`config.mk`:
```
export PLATFORM = sky130hd
export DESIGN_NAME = ascon_perm_ctrl
export DESIGN_NICKNAME = d
export VERILOG_FILES = /design/src/rtl/ascon_perm_ctrl.sv
export SDC_FILE = /design/constraint.sdc
export NUM_CORES = 1
export LEC_CHECK = 0
export ABC_CLOCK_PERIOD_IN_PS = 3300
export CORE_AREA = 2 2 39 41
export DETAILED_ROUTE_END_ITERATION = 16
export DIE_AREA = 0 0 41 43
export HOLD_SLACK_MARGIN = 0.08
export PLACE_DENSITY_LB_ADDON = 0.05
export SLEW_MARGIN = 20
export SYNTH_ARGS = -nofsm -noshare
export SYNTH_HDL_FRONTEND = slang
export SYNTH_SLANG_ARGS = --single-unit
```
`constraint.sdc`:
```
create_clock -name clock_i -period 3.3 [get_ports clock_i]
set_input_delay 0.66 -clock clock_i [delete_from_list [all_inputs] [get_ports clock_i]]
set_output_delay 0.66 -clock clock_i [all_outputs]
set_load 0.02 [all_outputs]
```
`src/rtl/ascon_perm_ctrl.sv`:
```
// ascon_perm_ctrl: round sequencer for one ASCON permutation (p^a / p^b).
// Optional abort_i port when ASCON_PERM_ABORT_EN is defined.
module ascon_perm_ctrl #(
    parameter int PA_ROUNDS = 12,
    parameter int PB_ROUNDS = 6,
    parameter int RND_W     = 4
) (
    input  logic             clock_i,
    input  logic             reset_i,
    input  logic             start_i,
    input  logic             mode_i,
    output logic             data_sel_o,
    output logic             state_en_o,
    output logic [RND_W-1:0] round_o,
    output logic             busy_o,
    output logic             done_o
`ifdef ASCON_PERM_ABORT_EN
    ,
    input  logic             abort_i
`endif
);

    typedef enum logic [1:0] {
        IDLE,
        FIRST,
        ROUND,
        DONE
    } state_t;

    localparam logic [RND_W-1:0] PA_START = RND_W'(12 - PA_ROUNDS);
    localparam logic [RND_W-1:0] PB_START = RND_W'(12 - PB_ROUNDS);
    localparam logic [RND_W-1:0] LAST_RND = RND_W'(11);
    localparam logic [3:0]       PA_N     = 4'(PA_ROUNDS);
    localparam logic [3:0]       PB_N     = 4'(PB_ROUNDS);

    if (PA_ROUNDS < 1 || PA_ROUNDS > 12 ||
        PB_ROUNDS < 1 || PB_ROUNDS > PA_ROUNDS) begin : g_bad_rounds
        $error("ascon_perm_ctrl: illegal PA_ROUNDS/PB_ROUNDS");
    end

    state_t     state_q;
    logic [3:0] n_q;

    logic abort;
`ifdef ASCON_PERM_ABORT_EN
    assign abort = abort_i;
`else
    assign abort = 1'b0;
`endif

    // Sequencer FSM with all outputs registered alongside the state.
    always_ff @(posedge clock_i) begin
        if (reset_i) begin
            state_q    <= IDLE;
            n_q        <= '0;
            data_sel_o <= 1'b0;
            state_en_o <= 1'b0;
            round_o    <= '0;
            busy_o     <= 1'b0;
            done_o     <= 1'b0;
        end else begin
            unique case (state_q)
                IDLE, DONE: begin
                    done_o <= 1'b0;
                    if (start_i) begin
                        state_q    <= FIRST;
                        n_q        <= mode_i ? PB_N : PA_N;
                        round_o    <= mode_i ? PB_START : PA_START;
                        data_sel_o <= 1'b0;
                        state_en_o <= 1'b1;
                        busy_o     <= 1'b1;
                    end else begin
                        state_q    <= IDLE;
                        state_en_o <= 1'b0;
                        busy_o     <= 1'b0;
                    end
                end
                FIRST: begin
                    if (abort) begin
                        state_q    <= IDLE;
                        state_en_o <= 1'b0;
                        busy_o     <= 1'b0;
                    end else if (n_q == 4'd1) begin
                        state_q    <= DONE;
                        state_en_o <= 1'b0;
                        busy_o     <= 1'b0;
                        done_o     <= 1'b1;
                    end else begin
                        state_q    <= ROUND;
                        data_sel_o <= 1'b1;
                        round_o    <= round_o + 1'b1;
                    end
                end
                ROUND: begin
                    if (abort) begin
                        state_q    <= IDLE;
                        state_en_o <= 1'b0;
                        busy_o     <= 1'b0;
                    end else if (round_o == LAST_RND) begin
                        state_q    <= DONE;
                        state_en_o <= 1'b0;
                        busy_o     <= 1'b0;
                        done_o     <= 1'b1;
                    end else begin
                        round_o <= round_o + 1'b1;
                    end
                end
                default: begin
                    state_q    <= IDLE;
                    state_en_o <= 1'b0;
                    busy_o     <= 1'b0;
                    done_o     <= 1'b0;
                end
            endcase
        end
    end

endmodule

```
Word-level counts from Yosys, hierarchy flattened:

Index checks and enable logic that the tools add are counted.

* input bits: 4
* output and inout bits: 8
* bits in registers: 13

* equality and inequality tests: 10
* muxes and demuxes: 20
* reduce and logical (&&, ||, !) cells: 7
* add/subtract/negate cells: 1

Operators with widths (number)
* $mux W4: 4
* $pmux W4 S3: 1
* $ne A2 B2 Y1 const B: 5
* $mux W1: 9
* $pmux W1 S3: 2
* $pmux W2 S3: 1
* $reduce_and A3 Y1: 2
* $add A4 B1 Y4 const B: 1
* $eq A2 B2 Y1 const B: 2
* $eq A4 B1 Y1 const B: 1
* $eq A4 B4 Y1 const B: 1
* $reduce_and A2 Y1: 2
* $mux W3: 1
* $eq A2 B1 Y1 const B: 1
* $logic_not A2 Y1: 1
* $mux W2: 1
* $pmux W1 S2: 1
* $reduce_bool A2 Y1: 1
* $reduce_or A2 Y1: 1

Logic depth before layout (Yosys ltp):

* word-level depth: 4
* gate-level depth with buffers: 6
* mapped depth without buffers: 5

Worst setup path before layout:

No wires, ideal clock.

* path kind: register to register
* start point: register state_q[0]
* end point: register state_q[1]
* setup time: 0.059 ns
* path buffers: 1
* stages on the path, launching flop included: 7
* setup slack: 1.891 ns
* arrival time: 1.349 ns
* cell sequence: dfxtp_1 > inv_1 > ha_1 > buf_2 > or2_2 > a21oi_1 > a41o_1

* cells in the longest elaborated chain, start to end: 3

RTL lines
* from (decl): RTL line 41 `state_t state_q;`
* from (signal assigned): RTL line 54 `state_q <= IDLE;`
* from (signal assigned): RTL line 66 `state_q <= FIRST;`
* from (signal assigned): RTL line 73 `state_q <= IDLE;`
* $eq A2 B2 Y1 or $logic_not A2 Y1 (tied branches): RTL line 62 `unique case (state_q)`
* $reduce_or A2 Y1: RTL line 62
* $pmux W2 S3: RTL line 62

Parallel ways exist; a longest one is shown, timed or not.
A chain may end at the register's enable or synchronous reset.

Final worst setup path:

* start point: register round_o[3]
* end point: output round_o[3]

RTL lines
* from (decl): RTL line 14 `output logic [RND_W-1:0] round_o,`
* from (signal assigned): RTL line 68 `round_o <= mode_i ? PB_START : PA_START;`
* from (signal assigned): RTL line 91 `round_o <= round_o + 1'b1;`
* from (signal assigned): RTL line 105 `round_o <= round_o + 1'b1;`

No word-level cell between the ends.

==> impl_metrics.yaml <==
run_status:
  status: "finished, final reports clean"
critical_path:
  arrival_ps: 1390
  crit_family: "buffers and inverters"
  critPathKind: "flip-flop to primary output"
  required_ps: 2640
  reg2reg_to: "round_o[3]"
  worstPathMaxFanout: 6
  r2r_cells: 5
  end_kind: "primary output"
  cp_num_buf_inv: 1
  cp-start-kind: "flip-flop"
  crit_chain: "clkdlybuf4s50_1"
  cp_slowest_cell: "clkdlybuf4s50_1"
  critPathMaxStageDelay_ps: 650
  r2r_slack_ps: 1630
  r2r_start: "state_q[0]"
clocking:
  htreeDepth: 1
  clock-sinks: 9
  insertion_delay_ps: 270
  cts_max_path_buffers: 2
  cts_tree: "built"
  cts_inserted_buffers: 3
  clkSlewWorstSetupHoldPaths_ps: 70
  postCtsHoldBufs: 0
  post_cts_buffers: 0
  root_buffer: "clkbuf_4"
  cts_resized: 0
route:
  first_iter_violations: 12
  antenna_left: 0
  drc: 0
  vias_per_cell: 5.543
  finalWirelength_mm: 1.056
  num_vias: 449
  wl_per_cell_um: 13.04
  firstDrtPassIters: 4
logic_synthesis:
  synthMuxAreaShare: 0.03970
  ys_types: 27
  synth_ff_type: "dfxtp_1"
  yosys.area_share.adder: 0.09926
  synth-simple-area-share: 0.2134
  synth-edff-count: 0
  synth.avg_cell_area_um2: 9.514
  synth-compound-area-share: 0.2258
  synth-xor-area-share: 0
  syn_inst: 53
  synth_top_family_by_area: "compound AO/OA/AOI/OAI gates"
  synthesis.nets: 61
  netlist_area_um2: 504.2
  synthArstFlopShare: 0
  ys_seq_area_frac: 0.3573
  yosysWarningCount: 0
  ys_seq_elements: 9
finish:
  utilization: 0.4647
  fillCellCount: 138
  area_delta_synth_final_pct: 27.54
  finalNetCount: 74
  stdcell_area_um2: 643.1
  final_cells: 81
  n_antenna_cell: 0
  drive_gt1_frac: 0.07692
grt:
  grt_pass1_wl_mm: 1.628
  grt_max_degree: 13
  grt_pass1_vias: 369
  antenna_found_initial: 0
  grt.total_usage: 0.1423
  overflow: 0
power_and_ir_drop:
  leakage_uw: 0.0002864
  vdd_drop_max_v: 0.0004802
  total_power_uw: 551.1
  power_density_mw_per_mm2: 857.0
place:
  place.port_buffers: 11
  post-dp-hpwl_um: 762.9
  gp_congestion: 0.6885
  dp_cells: 77
  dpl_cell_area_um2: 616.8
timing:
  finalMaxSlewViolations: 0
  finalCritPeriodShare: 0.6207
  skew_ps: 7.803
  min_period_ps: 2048
  maxSlewHeadroom: 0.7502
  fmax_mhz: 488.2
  rsz0062_at_grt: "no"
  fin_setup_tns_ps: 0
  setup_violations: 0
  tightest_slew_ps: 374.7
  hold_violations: 0
floorplan:
  core_mm2: 0.001384
  start_util: 0.3644
  dieArea_mm2: 0.001763
  boundaryPins: 12
  num_rows: 14
  dieWidth_um: 41
  die_y_um: 43
hold_path:
  min_path_type: "flip-flop to flip-flop"
  whs_endpoint: "done_o"
  hold_depth: 2
  min_from: "done_o"
run:
  cap_violations: 0
==> metrics by stage <==
step,worst slack [ps],hold WS [ps]
floorplan,1891,502.1
global placement,1326,454.8
detailed placement,1324,457.3
CTS,1241,471.4
global route,1206,488.2
finish,1252,470.5
==> flip-flops by register name, indices dropped and copies added (netlist names) <==
register	count
round_o	4
busy_o	1
state_q	2
data_sel_o	1
done_o	1
==> per-layer routing <==
metal | vias to the layer above | track usage | part of all wire
li1 | 227 | - | -
met2 | 10 | 0.1688 | 0.43
met1 | 207 | 0.1961 | 0.49
met4 | 0 | 0.1200 | 0.032
met3 | 5 | 0.04712 | 0.048
met5 | - | 0 | 0
==> kinds of logic after synthesis <==
| logic type | after synthesis |
|---|---|
| and+or+nand+nor | 16 |
| DFF | 9 |
| AOI/OAI and AO/OA | 15 |
| muxes | 2 |
| buffers and inverters | 7 |
| adders and majority gates | 4 |
==> how the worst max path moves through the flow <==
| stage | from | endpoint | slack (ps) | depth (start not counted) |
|---|---|---|---|---|
| floorplan | state_q[0] | state_q[1] | 1890 | 6 |
| global placement | start_i | round_o[3] | 1330 | 4 |
| detailed placement | start_i | round_o[3] | 1320 | 4 |
| CTS | round_o[3] | round_o[3] | 1240 | 1 |
| global route | round_o[3] | round_o[3] | 1210 | 1 |
| finish | round_o[3] | round_o[3] | 1250 | 1 |
==> cell usage after synthesis, types with 2 or more instances <==
master | instances | share of area
a21oi_1 | 5 | 0.050
a311oi_1 | 2 | 0.035
buf_2 | 2 | 0.020
dfxtp_1 | 9 | 0.36
ha_1 | 4 | 0.099
inv_1 | 4 | 0.030
mux2i_1 | 2 | 0.040
nand2_1 | 4 | 0.030
nor3_1 | 2 | 0.020
nor4b_1 | 2 | 0.035
==> layout by cell type (no fill, tap or decap), types with 2 or more instances in the layout <==
master	n
nand2_1	4
nor4b_1	2
inv_1	4
a311oi_1	2
clkbuf_4	3
dfxtp_1	9
clkdlybuf4s50_1	11
a21oi_1	5
nor3_1	2
ha_1	4
mux2i_1	2
==> power breakdown <==
part / switching (uW) / internal [uW]
logic: 153 / 131
registers: 30.8 / 145
clock network: 43.7 / 46.8
total: 228 / 323
==> area by class of cell <==
| type | count | area, um^2 | share of cell area |
|---|---|---|---|
| multi-input combinational | 37 | 291.5 | 0.4533 |
| inverter | 4 | 15.01 | 0.02335 |
| sequential | 9 | 180.2 | 0.2802 |
| clock buffer | 4 | 26.28 | 0.04086 |
| tap | 16 | 20.02 | 0.03113 |
| timing repair buffer | 11 | 110.1 | 0.1712 |
Note: power is estimated with default switching activity, not from simulation.
